`src/rtl/stream_mux_rr_pkg.sv`:
```
`default_nettype none
// ============================================================================
// stream_mux_rr_pkg : index helpers shared by the stream mux and its arbiter
// Rev 1.0
// ============================================================================
package stream_mux_rr_pkg;

  // Fold an index from the doubled scan range back into 0..n-1.
  function automatic int wrap_idx(input int i, input int n);
    return (i >= n) ? (i - n) : i;
  endfunction

  // Round-robin pointer successor: one past the granted channel, wrapping.
  function automatic int rr_next(input int g, input int n);
    return (g == n - 1) ? 0 : (g + 1);
  endfunction

endpackage
`default_nettype wire

```
`src/rtl/stream_mux_rr_rr_select.sv`:
```
`default_nettype none
// ============================================================================
// rr_select : combinational round-robin grant, first valid at/after pointer
// Rev 1.0
// ============================================================================
module rr_select
  import stream_mux_rr_pkg::*;
#(
  parameter  int NumInp   = 4,
  localparam int IdxWidth = $clog2(NumInp)
) (
  input  logic [NumInp-1:0]   i_valid,
  input  logic [IdxWidth-1:0] i_ptr,
  output logic [IdxWidth-1:0] o_gnt_idx,
  output logic                o_gnt_vld
);

  logic [2*NumInp-1:0] w_dbl;

  assign w_dbl = {i_valid, i_valid};

  // Descending scan over the window [ptr, ptr+NumInp) so the lowest hit wins.
  always_comb begin
    o_gnt_idx = '0;
    o_gnt_vld = 1'b0;
    for (int i = 2*NumInp-1; i >= 0; i--) begin
      if (w_dbl[i] && (i >= int'(i_ptr)) && (i < int'(i_ptr) + NumInp)) begin
        o_gnt_vld = 1'b1;
        o_gnt_idx = IdxWidth'(wrap_idx(i, NumInp));
      end
    end
  end

endmodule
`default_nettype wire

```
`src/rtl/stream_mux_rr.sv`:
```
`default_nettype none
// ============================================================================
// stream_mux_rr : registered N:1 valid/ready mux, round-robin or external select
// Rev 1.0
// ============================================================================
module stream_mux_rr
  import stream_mux_rr_pkg::*;
#(
  parameter  int NumInp   = 4,
  parameter  int Width    = 8,
  parameter  bit ExtSel   = 1'b0,
  localparam int IdxWidth = $clog2(NumInp)
) (
  input  logic                    clk_i,
  input  logic                    rst_ni,
  input  logic [NumInp*Width-1:0] inp_data_i,
  input  logic [NumInp-1:0]       inp_valid_i,
  output logic [NumInp-1:0]       inp_ready_o,
  input  logic [IdxWidth-1:0]     sel_i,
  output logic [Width-1:0]        oup_data_o,
  output logic [IdxWidth-1:0]     oup_idx_o,
  output logic                    oup_valid_o,
  input  logic                    oup_ready_i
);

  logic                r_valid;
  logic [Width-1:0]    r_data;
  logic [IdxWidth-1:0] r_idx;
  logic                w_load;
  logic                w_hs;
  logic                w_gnt_vld;
  logic [IdxWidth-1:0] w_gnt_idx;
  logic [Width-1:0]    w_gnt_data;
  logic [NumInp-1:0]   w_gnt_onehot;

  assign w_load = !r_valid || oup_ready_i;
  assign w_hs   = w_gnt_vld && w_load;

  generate
    if (ExtSel) begin : g_ext
      logic [NumInp-1:0] w_sel_onehot;
      // Out-of-range selects shift the bit off the top, giving no grant.
      assign w_sel_onehot = {{(NumInp-1){1'b0}}, 1'b1} << sel_i;
      assign w_gnt_vld    = |(inp_valid_i & w_sel_onehot);
      assign w_gnt_idx    = sel_i;
    end else begin : g_rr
      logic [IdxWidth-1:0] r_rr_q;
      logic                w_unused_sel;

      assign w_unused_sel = ^sel_i;

      rr_select #(.NumInp(NumInp)) u_rr_select (
        .i_valid   (inp_valid_i),
        .i_ptr     (r_rr_q),
        .o_gnt_idx (w_gnt_idx),
        .o_gnt_vld (w_gnt_vld)
      );

      always_ff @(posedge clk_i or negedge rst_ni) begin
        if (!rst_ni) begin
          r_rr_q <= '0;
        end else if (w_hs) begin
          r_rr_q <= IdxWidth'(rr_next(int'(w_gnt_idx), NumInp));
        end
      end
    end
  endgenerate

  assign w_gnt_data   = inp_data_i[int'(w_gnt_idx)*Width +: Width];
  assign w_gnt_onehot = {{(NumInp-1){1'b0}}, 1'b1} << w_gnt_idx;
  assign inp_ready_o  = w_hs ? w_gnt_onehot : '0;

  always_ff @(posedge clk_i or negedge rst_ni) begin
    if (!rst_ni) begin
      r_valid <= 1'b0;
      r_data  <= '0;
      r_idx   <= '0;
    end else if (w_hs) begin
      r_valid <= 1'b1;
      r_data  <= w_gnt_data;
      r_idx   <= w_gnt_idx;
    end else if (oup_ready_i) begin
      r_valid <= 1'b0;
    end
  end

  assign oup_valid_o = r_valid;
  assign oup_data_o  = r_data;
  assign oup_idx_o   = r_idx;

endmodule
`default_nettype wire
```
`config.mk`:
```
export PLATFORM = sky130hd
export DESIGN_NAME = stream_mux_rr
export DESIGN_NICKNAME = d
export VERILOG_FILES = /design/src/rtl/stream_mux_rr_pkg.sv /design/src/rtl/stream_mux_rr_rr_select.sv /design/src/rtl/stream_mux_rr.sv
export SDC_FILE = /design/constraint.sdc
export NUM_CORES = 1
export LEC_CHECK = 0
export BUFFER_PORTS_ARGS = -buffer_cell sky130_fd_sc_hd__clkbuf_2
export CORE_ASPECT_RATIO = 1.5
export CORE_MARGIN = 2
export CORE_UTILIZATION = 47
export CTS_BUF_LIST = sky130_fd_sc_hd__clkbuf_4 sky130_fd_sc_hd__clkbuf_8 sky130_fd_sc_hd__clkbuf_16
export CTS_CLUSTER_SIZE = 30
export DETAILED_ROUTE_END_ITERATION = 8
export PLACE_DENSITY = 0.85
export SLEW_MARGIN = 20
export SYNTH_ARGS = -nofsm -noshare
export SYNTH_HDL_FRONTEND = slang
export SYNTH_SLANG_ARGS = --single-unit
```
`constraint.sdc`:
```
create_clock -name clk_i -period 7.1 [get_ports clk_i]
set_clock_uncertainty 0.2 [all_clocks]
set_input_delay 1.775 -clock clk_i [delete_from_list [all_inputs] [get_ports clk_i]]
set_output_delay 1.775 -clock clk_i [all_outputs]
set_load 0.01 [all_outputs]
```
* After elaboration in Yosys (flattened, before gate mapping)
Index checks and enable logic that the tools add are counted.
** Word-level totals
- Output and inout port bits :: 15
- Flip-flop bits (word level) :: 13
- Input port bits :: 41
- Word-level logic and storage cells :: 55
** Operators by class
- Multiplexer cells :: 20
- Reductions and logical operators :: 15
- $add $sub $neg :: 2
- Magnitude comparators :: 11
- Shift-type cells :: 2
- Eq/ne operators :: 1
** Operators with widths (number)
- < comparator 4 x 32 -> 1 bit (first input constant) :: 4
- < comparator 3 x 32 -> 1 bit (first input constant) :: 2
- < comparator 1 x 32 -> 1 bit (first input constant) :: 1
- < comparator 2 x 32 -> 1 bit (first input constant) :: 1
- variable part select 32 x 6 -> 8 bit :: 1
- two-way mux 2 bit :: 9
- logical AND 1 bit :: 12
- two-way mux 1 bit :: 10
- adder 2 x 3 -> 4 bit (second input constant) :: 1
- greater-or-equal comparator 1 x 2 -> 1 bit (first input constant) :: 2
- two-way mux 4 bit :: 1
- << shifter 1 x 2 -> 4 bit (first input constant) :: 1
- adder 2 x 1 -> 2 bit (second input constant) :: 1
- == test 2 x 1 -> 1 bit (second input constant) :: 1
- greater-or-equal comparator 2 bit (first input constant) :: 1
- nonzero test 2 bit :: 1
- logical NOT 1 bit :: 1
- logical OR 1 bit :: 1

* Depth between registers and ports, before layout
Gate-level depths: netlist of the first run.
- Depth after elaboration :: 13
- Mapped depth :: 7
- Gate-level depth less buffers :: 6

* Cells and area by module
From an unflattened synthesis of the first run, not the netlist that was laid out.
** Second synthesis, totals
- Cell total of the unflattened synthesis :: 62
- Area total of the unflattened synthesis :: 872.1 um2
** By module, submodules not included
- stream_mux_rr :: seq. area each 325.3 um2, area an instance 802.0 um2, cells each 51, instances 1
- rr_select :: seq. area each 0.0 um2, area an instance 70.1 um2, cells each 11, instances 1

* Worst setup path after synthesis of the first run
OpenSTA, ideal clock, no wires.
- Kind :: input port to output port
- Start point :: input inp_valid_i[2]
- End point :: output inp_ready_o[0]
- Path slack :: 2.236 ns
- Required time :: 5.125 ns
- Data arrival time :: 2.889 ns
- Stages on the path :: 7
- Buffers on the path :: 1
- Cells stage by stage :: and2b_1 -> o21a_1 -> buf_6 -> nor3_4 -> inv_4 -> ha_1 -> and2_1
** On the way
- Longest elaborated chain between the ends :: 10
- Elaborated cells between the ends (all ways) :: 20
- Those cells by class :: 1 x shift; 15 x mux; 4 x reduce/logical
** RTL lines
- start, declared :: line stream_mux_rr.sv:17 : input logic [NumInp-1:0] inp_valid_i,
- logical AND 1 bit :: line stream_mux_rr_rr_select.sv:27 : if (w_dbl[i] && (i >= int'(i_ptr)) && (i < int'(i_ptr) + NumInp)) begin
- two-way mux 2 bit (4 in series) :: line stream_mux_rr_rr_select.sv:27
- two-way mux 2 bit * (3 in series) :: line stream_mux_rr_rr_select.sv:27
- named net g_rr.u_rr_select.o_gnt_idx[0] :: line stream_mux_rr_rr_select.sv:14 : output logic [IdxWidth-1:0] o_gnt_idx,
- << shifter 1 x 2 -> 4 bit * :: line stream_mux_rr.sv:70 : assign w_gnt_onehot = {{(NumInp-1){1'b0}}, 1'b1} << w_gnt_idx;
- two-way mux 4 bit * :: line stream_mux_rr.sv:71 : assign inp_ready_o = w_hs ? w_gnt_onehot : '0;
- end, declared :: line stream_mux_rr.sv:18 : output logic [NumInp-1:0] inp_ready_o,
Mark *: on every way through the listed nets, which the timed path passes. The rest lies on a longest branch.

* Final worst setup path of the first run
- Start point :: input inp_valid_i[1]
- End point :: output inp_ready_o[1]
** On the way
- Longest elaborated chain between the ends :: 9
- Elaborated cells between the ends (all ways) :: 18
- Those cells by class :: 1 x shift; 13 x mux; 4 x reduce/logical
** RTL lines (line)
- logical AND 1 bit :: stream_mux_rr_rr_select.sv:27
- two-way mux 2 bit or two-way mux 1 bit (tied branches) (6 in series) :: stream_mux_rr_rr_select.sv:27
- << shifter 1 x 2 -> 4 bit or logical AND 1 bit (tied branches) :: stream_mux_rr.sv:70, stream_mux_rr.sv:37
- two-way mux 4 bit * :: stream_mux_rr.sv:71
Every way passes the cells marked *; elsewhere a longest branch is shown, timed or not.

==> results of run 1 <==
## stage by stage
stage               total power, mW  std cells  hold WS, ps    util  instance area (µm²)
finish                       0.3595        183        284.0  0.6356                 1272
global route                 0.3864        183        331.5  0.6356                 1272
CTS                          0.3593        183        289.1  0.6356                 1272
detailed placement           0.3093        179        268.7  0.6206                 1242
global placement             0.2989        179        263.8  0.6206                 1242
floorplan                    0.2506        109        312.6       -                987.2
## critical path, delay by kind of cell
| kind | cells | cell delay, ps |
|---|---|---|
| adder cells (fa/ha/maj) | 1 | 220 |
| AND/OR/NAND/NOR | 2 | 440 |
| buffers and inverters | 3 | 400 |
| AO/OA/AOI/OAI | 1 | 710 |
## worst min-delay path by stage
stage	from	to	slack, ps	depth (start not counted)
after floorplan	oup_idx_o[1]	oup_idx_o[1]	310	2
final	oup_idx_o[0]	oup_idx_o[0]	280	2
after detailed placement	oup_idx_o[1]	oup_idx_o[1]	270	2
after global routing	oup_idx_o[1]	oup_idx_o[1]	330	2
after CTS	oup_idx_o[0]	oup_idx_o[0]	290	2
after global placement	oup_idx_o[1]	oup_idx_o[1]	260	2
## registers in the layout, indices dropped and copies added (netlist names)
name and cells:
oup_idx_o 2, oup_valid_o 1, oup_data_o 8, g_rr.r_rr_q 2
## cells in the final DEF (no fill, tap or decap), types with 2 or more instances in the layout
| cell | count |
|---|---|
| clkbuf_2 | 53 |
| nand2_1 | 18 |
| dfrtp_1 | 13 |
| mux2i_1 | 8 |
| nand4_1 | 8 |
| o31ai_1 | 8 |
| a211o_1 | 8 |
| o211ai_1 | 8 |
| and2_1 | 5 |
| a21oi_1 | 4 |
| ha_1 | 4 |
| clkbuf_4 | 4 |
| nor2_1 | 3 |
| inv_1 | 2 |
| a21o_1 | 2 |
## logic make-up (layout without fill, tap and decap cells)
| logic type | count (synthesis) | after routing | synth area share |
|---|---|---|---|
| AO/OA/AOI/OAI | 34 | 34 | 0.2548 |
| adder cells (fa/ha/maj) | 4 | 4 | 0.05070 |
| buffers and inverters | 8 | 60 | 0.05197 |
| flip-flops | 13 | 13 | 0.3295 |
| multiplexers | 8 | 8 | 0.08112 |
| AND/OR/NAND/NOR | 42 | 42 | 0.2319 |
## cell type report
cell class	count	area share
flip-flops and latches	13	0.2557
inverters	3	0.01082
repair buffers	53	0.2085
multi-input cells	88	0.4798
well taps	22	0.02163
clock buffers	4	0.02360
## power groups by stage
stage	Sequential [mW]	Clock [mW]	Combinational, mW
2_1_floorplan	0.131	0	0.119
3_3_place_gp	0.120	0	0.179
3_5_place_dp	0.123	0	0.187
4_1_cts	0.121	0.0510	0.187
5_1_grt	0.126	0.0545	0.206
6_report	0.122	0.0513	0.186
## routing by layer
metal  vias up  global-route usage  part of all wire  wire length, µm
met3         6             0.04230             0.072              194
met1       504              0.2158              0.36              972
met5         -                   0                 0                0
li1        511                   -                 -                -
met2        52              0.4174              0.55             1494
met4         0              0.1244             0.014               39
==> out/metrics.cfg, run 1 <==
[outcome]
outcome = finished, final reports clean

[global_route]
grt_pass1_vias = 1022
track_usage = 0.2179
grt_pass1_wl_um = 4160
antenna_found_initial = 0
grt_max_degree = 21
grt.overflow.total = 0

[sta]
fmax_mhz = 181.0
tightest_slew_ps = 914.7
slew_viol_final = 0
slew_headroom = 0.3902
rsz0062_at_grt = no
fin_tns_setup_ps = 0
setup_ws_ps = 1576
finalCriticalPeriod_ps = 5524
hold_violations = 0
setup_viol = 0
fin_crit_sh = 0.7780

[yosys]
synth_area_um2 = 987.2
synth_commonest_cells = nand2_1 (18), dfrtp_1 (13)
synth_edf_count = 0
syn_inst = 109
ys_seq_elements = 13
synth.top_cell.area_share = 0.3295
yosys.cell_count.top_type = nand2_1
synth_top_area_cell = dfrtp_1
yosys_warnings = 0
synth_ff_type = dfrtp_1
syn_nets = 154
synth-async-reset-ratio = 1.000
ys_top_cells_by_area = dfrtp_1 (33%), mux2i_1 (8.1%), a211o_1 (7.1%), nand2_1 (6.8%), o211ai_1 (6.1%)
avgSynthCellArea_um2 = 9.057
synth_cell_types = 28
ys_seq_area_frac = 0.3295

[setup_path]
worstSetupEndpointType = output pin
cp_max_fo = 12
crit_end = inp_ready_o[1]
crit_start = inp_valid_i[1]
start_kind = primary input
path_common_cell = clkbuf_2
rr_worst_depth = 5
reg2reg_from = g_rr.r_rr_q[1]
critPathKind = in -> out
required_ps = 5120
arrival_ps = 3550
cp_cell_sequence = clkbuf_2, or2_2, a21oi_1, inv_1, ha_1, and2_1, clkbuf_2
reg2reg_to = oup_data_o[3]
rrSetupSlack_ps = 4610
cp_slowest_cell = a21oi_1
critPathMaxStageDelay_ps = 710

[power]
p_switching_mw = 0.1522
p_comb_frac = 0.518
power.share.clock = 0.143
vdd_ir_drop_max_v = 0.0001563
pwr-share-seq = 0.340
p_sw_frac = 0.4234
powerDensity_nw_per_um2 = 282.5
p_leak_nw = 0.6682
power.internal_mw = 0.2073

[hold_path]
hold_class = reg -> reg

[floorplan]
core_um2 = 2002
die_height_um = 60.13
rows = 20
initial_core_util = 0.4931
fp.dieW_um = 41.42
io_pins = 56
die_area_um2 = 2491

[cts]
hold_buffers = 0
clock_path_buffers = 2
ctsResizeCount = 0
clock-sinks = 13
post_cts_buffers = 0
cts_buffers = 3
cts_root_buffer = clkbuf_4
cts.clk_slew.worst_paths_ps = 80
h-tree-depth = 1
cts_tree = yes
clk_latency_ps = 270

[finish]
multi_input_area_um2 = 610.6
area_growth_pct = 28.90
fill_cells = 177
diodes = 0
regArea_um2 = 325.3
drive_gt1_frac = 0.3851
num-nets-final = 207

[drt]
vias_per_cell = 5.863
vias = 1073
dr.first_iter.drc_count = 24
drt-total-wl_um = 2700
drtPass1Iterations = 4
wl_per_cell_um = 14.75
ant_nets = 0
drc = 0

[placed_design]
dp_slack_ps = 1585
gp_congestion = 0.7325
dp_hpwl_um = 2069
io_buffers = 53

[job]
cap_violations = 0

Note: power is estimated with default switching activity, not from simulation.
==> run 2, diff against run 1 <==
Settings changed: CORE_UTILIZATION 47 to 39, PLACE_DENSITY 0.85 to 0.75.
Clock period 7.1 ns to 4.5 ns, I/O delays scaled along.
==> run 2 against run 1 <==
Net effect: register-to-register slack lost 2200 ps; wire length grew 0.63%; first-iteration DRC count grew 17%; global-route usage shrank 1.7 points; non-clock buffer count grew 1; cell count grew 1.6%; setup slack lost 1000 ps; critical endpoint is now inp_ready_o[2].
==> out/metrics.cfg, run 2 (synthesis gave the netlist of run 1 again) <==
[outcome]
outcome = finished, final reports clean

[cts]
post_cts_buffers = 0  ; unchanged
cts.clk_slew.worst_paths_ps = 80  ; about the same
cts_buffers = 3  ; unchanged
clock_path_buffers = 2  ; unchanged
clk_latency_ps = 280  ; about the same
hold_buffers = 0  ; unchanged
cts_tree = yes
ctsResizeCount = 0  ; unchanged
cts_root_buffer = clkbuf_4
h-tree-depth = 1  ; unchanged
clock-sinks = 13  ; unchanged

[setup_path]
rrSetupSlack_ps = 2400  ; -2210 ps
arrival_ps = 2650  ; -900 ps
critPathMaxStageDelay_ps = 300  ; -410 ps
path_common_cell = clkbuf_2
cp_cell_sequence = clkbuf_2, and2b_1, o21a_1, nor3_4, inv_4, ha_1, and2_1, clkbuf_2
cp_slowest_cell = o21a_1
start_kind = primary input
crit_family = simple AND/OR/NAND/NOR gates
worstSetupEndpointType = output pin
rr_worst_depth = 6  ; +1
cp_num_buf_inv = 3  ; unchanged
critPathKind = in -> out
reg2reg_to = oup_data_o[6]
cp_max_fo = 11  ; -1
reg2reg_from = g_rr.r_rr_q[1]
required_ps = 3170  ; -1950 ps

[drt]
dr.first_iter.drc_count = 28  ; +17%
drt-total-wl_um = 2717  ; +0.63%
vias_per_cell = 5.774  ; -1.5%
drtPass1Iterations = 4  ; unchanged
ant_nets = 0  ; unchanged
vias = 1074  ; +0.093%
wl_per_cell_um = 14.61  ; -0.99%
drc = 0  ; unchanged

[power]
power.share.clock = 0.141  ; -0.002
p_sw_frac = 0.4200  ; -0.003406
p_leak_nw = 0.6731  ; +0.74%
p_comb_frac = 0.527  ; +0.009
p_switching_mw = 0.2402  ; +58%
powerDensity_nw_per_um2 = 446.0  ; +58%
power.internal_mw = 0.3318  ; +60%
vdd_ir_drop_max_v = 0.0002478  ; +59%
pwr-share-seq = 0.332  ; -0.008

[sta]
setup_ws_ps = 529.5  ; -1046 ps
rsz0062_at_grt = no
slew_viol_final = 0  ; unchanged
hold_violations = 0  ; unchanged
setup_viol = 0  ; unchanged
fin_tns_setup_ps = 0  ; unchanged
fin_crit_sh = 0.8823
slew_headroom = 0.6153  ; +0.2251
fmax_mhz = 251.9
finalCriticalPeriod_ps = 3970
tightest_slew_ps = 573.1  ; -341.5 ps

[floorplan]
die_height_um = 65.62  ; +9.1%
initial_core_util = 0.4075  ; -0.08558
die_area_um2 = 2958  ; +19%
fp.dieW_um = 45.08  ; +8.8%
io_pins = 56  ; unchanged
rows = 22  ; +10%
core_um2 = 2422  ; +21%

[hold_path]
hold_class = reg -> reg
holdPathEnd = oup_idx_o[1]
hp-start = oup_idx_o[1]
hold_depth = 2  ; unchanged

[global_route]
antenna_found_initial = 0  ; unchanged
track_usage = 0.2007  ; -0.01726
grt.overflow.total = 0  ; unchanged
grt_pass1_wl_um = 4422  ; +6.3%
grt_max_degree = 21  ; unchanged
grt_pass1_vias = 1074  ; +5.1%

[placed_design]
dp_slack_ps = 532.5  ; -1052 ps
gp_congestion = 0.7422  ; +1.3%
io_buffers = 53  ; unchanged
dp_hpwl_um = 2125  ; +2.7%

[job]
cap_violations = 0  ; unchanged

[finish]
mostFrequentLayoutCell = clkbuf_2
area_growth_pct = 29.91
diodes = 0  ; unchanged
num-nets-final = 208  ; +0.48%
layout_common_cells = clkbuf_2 (53), nand2_1 (18), dfrtp_1 (13)
drive_gt1_frac = 0.3889  ; +0.003796
largest_reg_flops = 8  ; unchanged

==> run 2: cell types whose count changed in the layout (fill, tap and decap cells not counted), sizes merged <==
cell / before / now
buf: 0 / 1
==> run 2: power by group through the flow <==
stage | Clock (mW) | Sequential (mW) | Combinational [mW]
2_1_floorplan | 0 | 0.207 | 0.188
3_3_place_gp | 0 | 0.191 | 0.288
3_5_place_dp | 0 | 0.193 | 0.302
4_1_cts | 0.0826 | 0.191 | 0.303
5_1_grt | 0.0840 | 0.197 | 0.332
6_report | 0.0807 | 0.190 | 0.301
==> run 2: layer usage <==
layer / GRT usage / share of wire / routed length (µm)
met5: 0 / 0 / 0
met4: 0.1544 / 0.044 / 119
met3: 0.02198 / 0.066 / 178
met2: 0.3464 / 0.53 / 1444
met1: 0.2093 / 0.36 / 975
==> run 2: final cells by class <==
cell class,instances,area [µm²]
clock buffer,4,30.03
timing repair buffer,54,272.8
sequential,13,325.3
inverter,3,13.76
multi-input combinational,88,610.6
tap,24,30.03
fill,238,1140
==> run 2: through the flow <==
stage / util / cell area [µm²] / total power [mW] / hold slack (ps) / cells
2_1_floorplan: - / 987.2 / 0.3954 / 312.6 / 109
6_report: 0.5294 / 1282 / 0.5720 / 287.5 / 186
3_3_place_gp: 0.5170 / 1252 / 0.4791 / 260.7 / 182
5_1_grt: 0.5294 / 1282 / 0.6131 / 312.2 / 186
3_5_place_dp: 0.5170 / 1252 / 0.4950 / 271.4 / 182
4_1_cts: 0.5294 / 1282 / 0.5766 / 291.8 / 186
==> run 2: worst max-delay path by stage <==
stage                   startpoint        endpoint  slack, ps  cells past startpoint
finish              inp_valid_i[2]  inp_ready_o[2]        530                      8
global route        inp_valid_i[2]  inp_ready_o[0]        420                      8
CTS                 inp_valid_i[2]  inp_ready_o[2]        520                      8
detailed placement  inp_valid_i[2]  inp_ready_o[2]        530                      8
global placement    inp_valid_i[2]  inp_ready_o[2]        600                      8
floorplan           inp_valid_i[2]  inp_ready_o[0]        940                      7
==> run 2: worst register-to-register path: cells and delay by family, from the launching register on <==
kind	cells	cell delay [ps]
compound gates	3	680
flops	1	450
simple gates	2	450
buf+inv	1	240
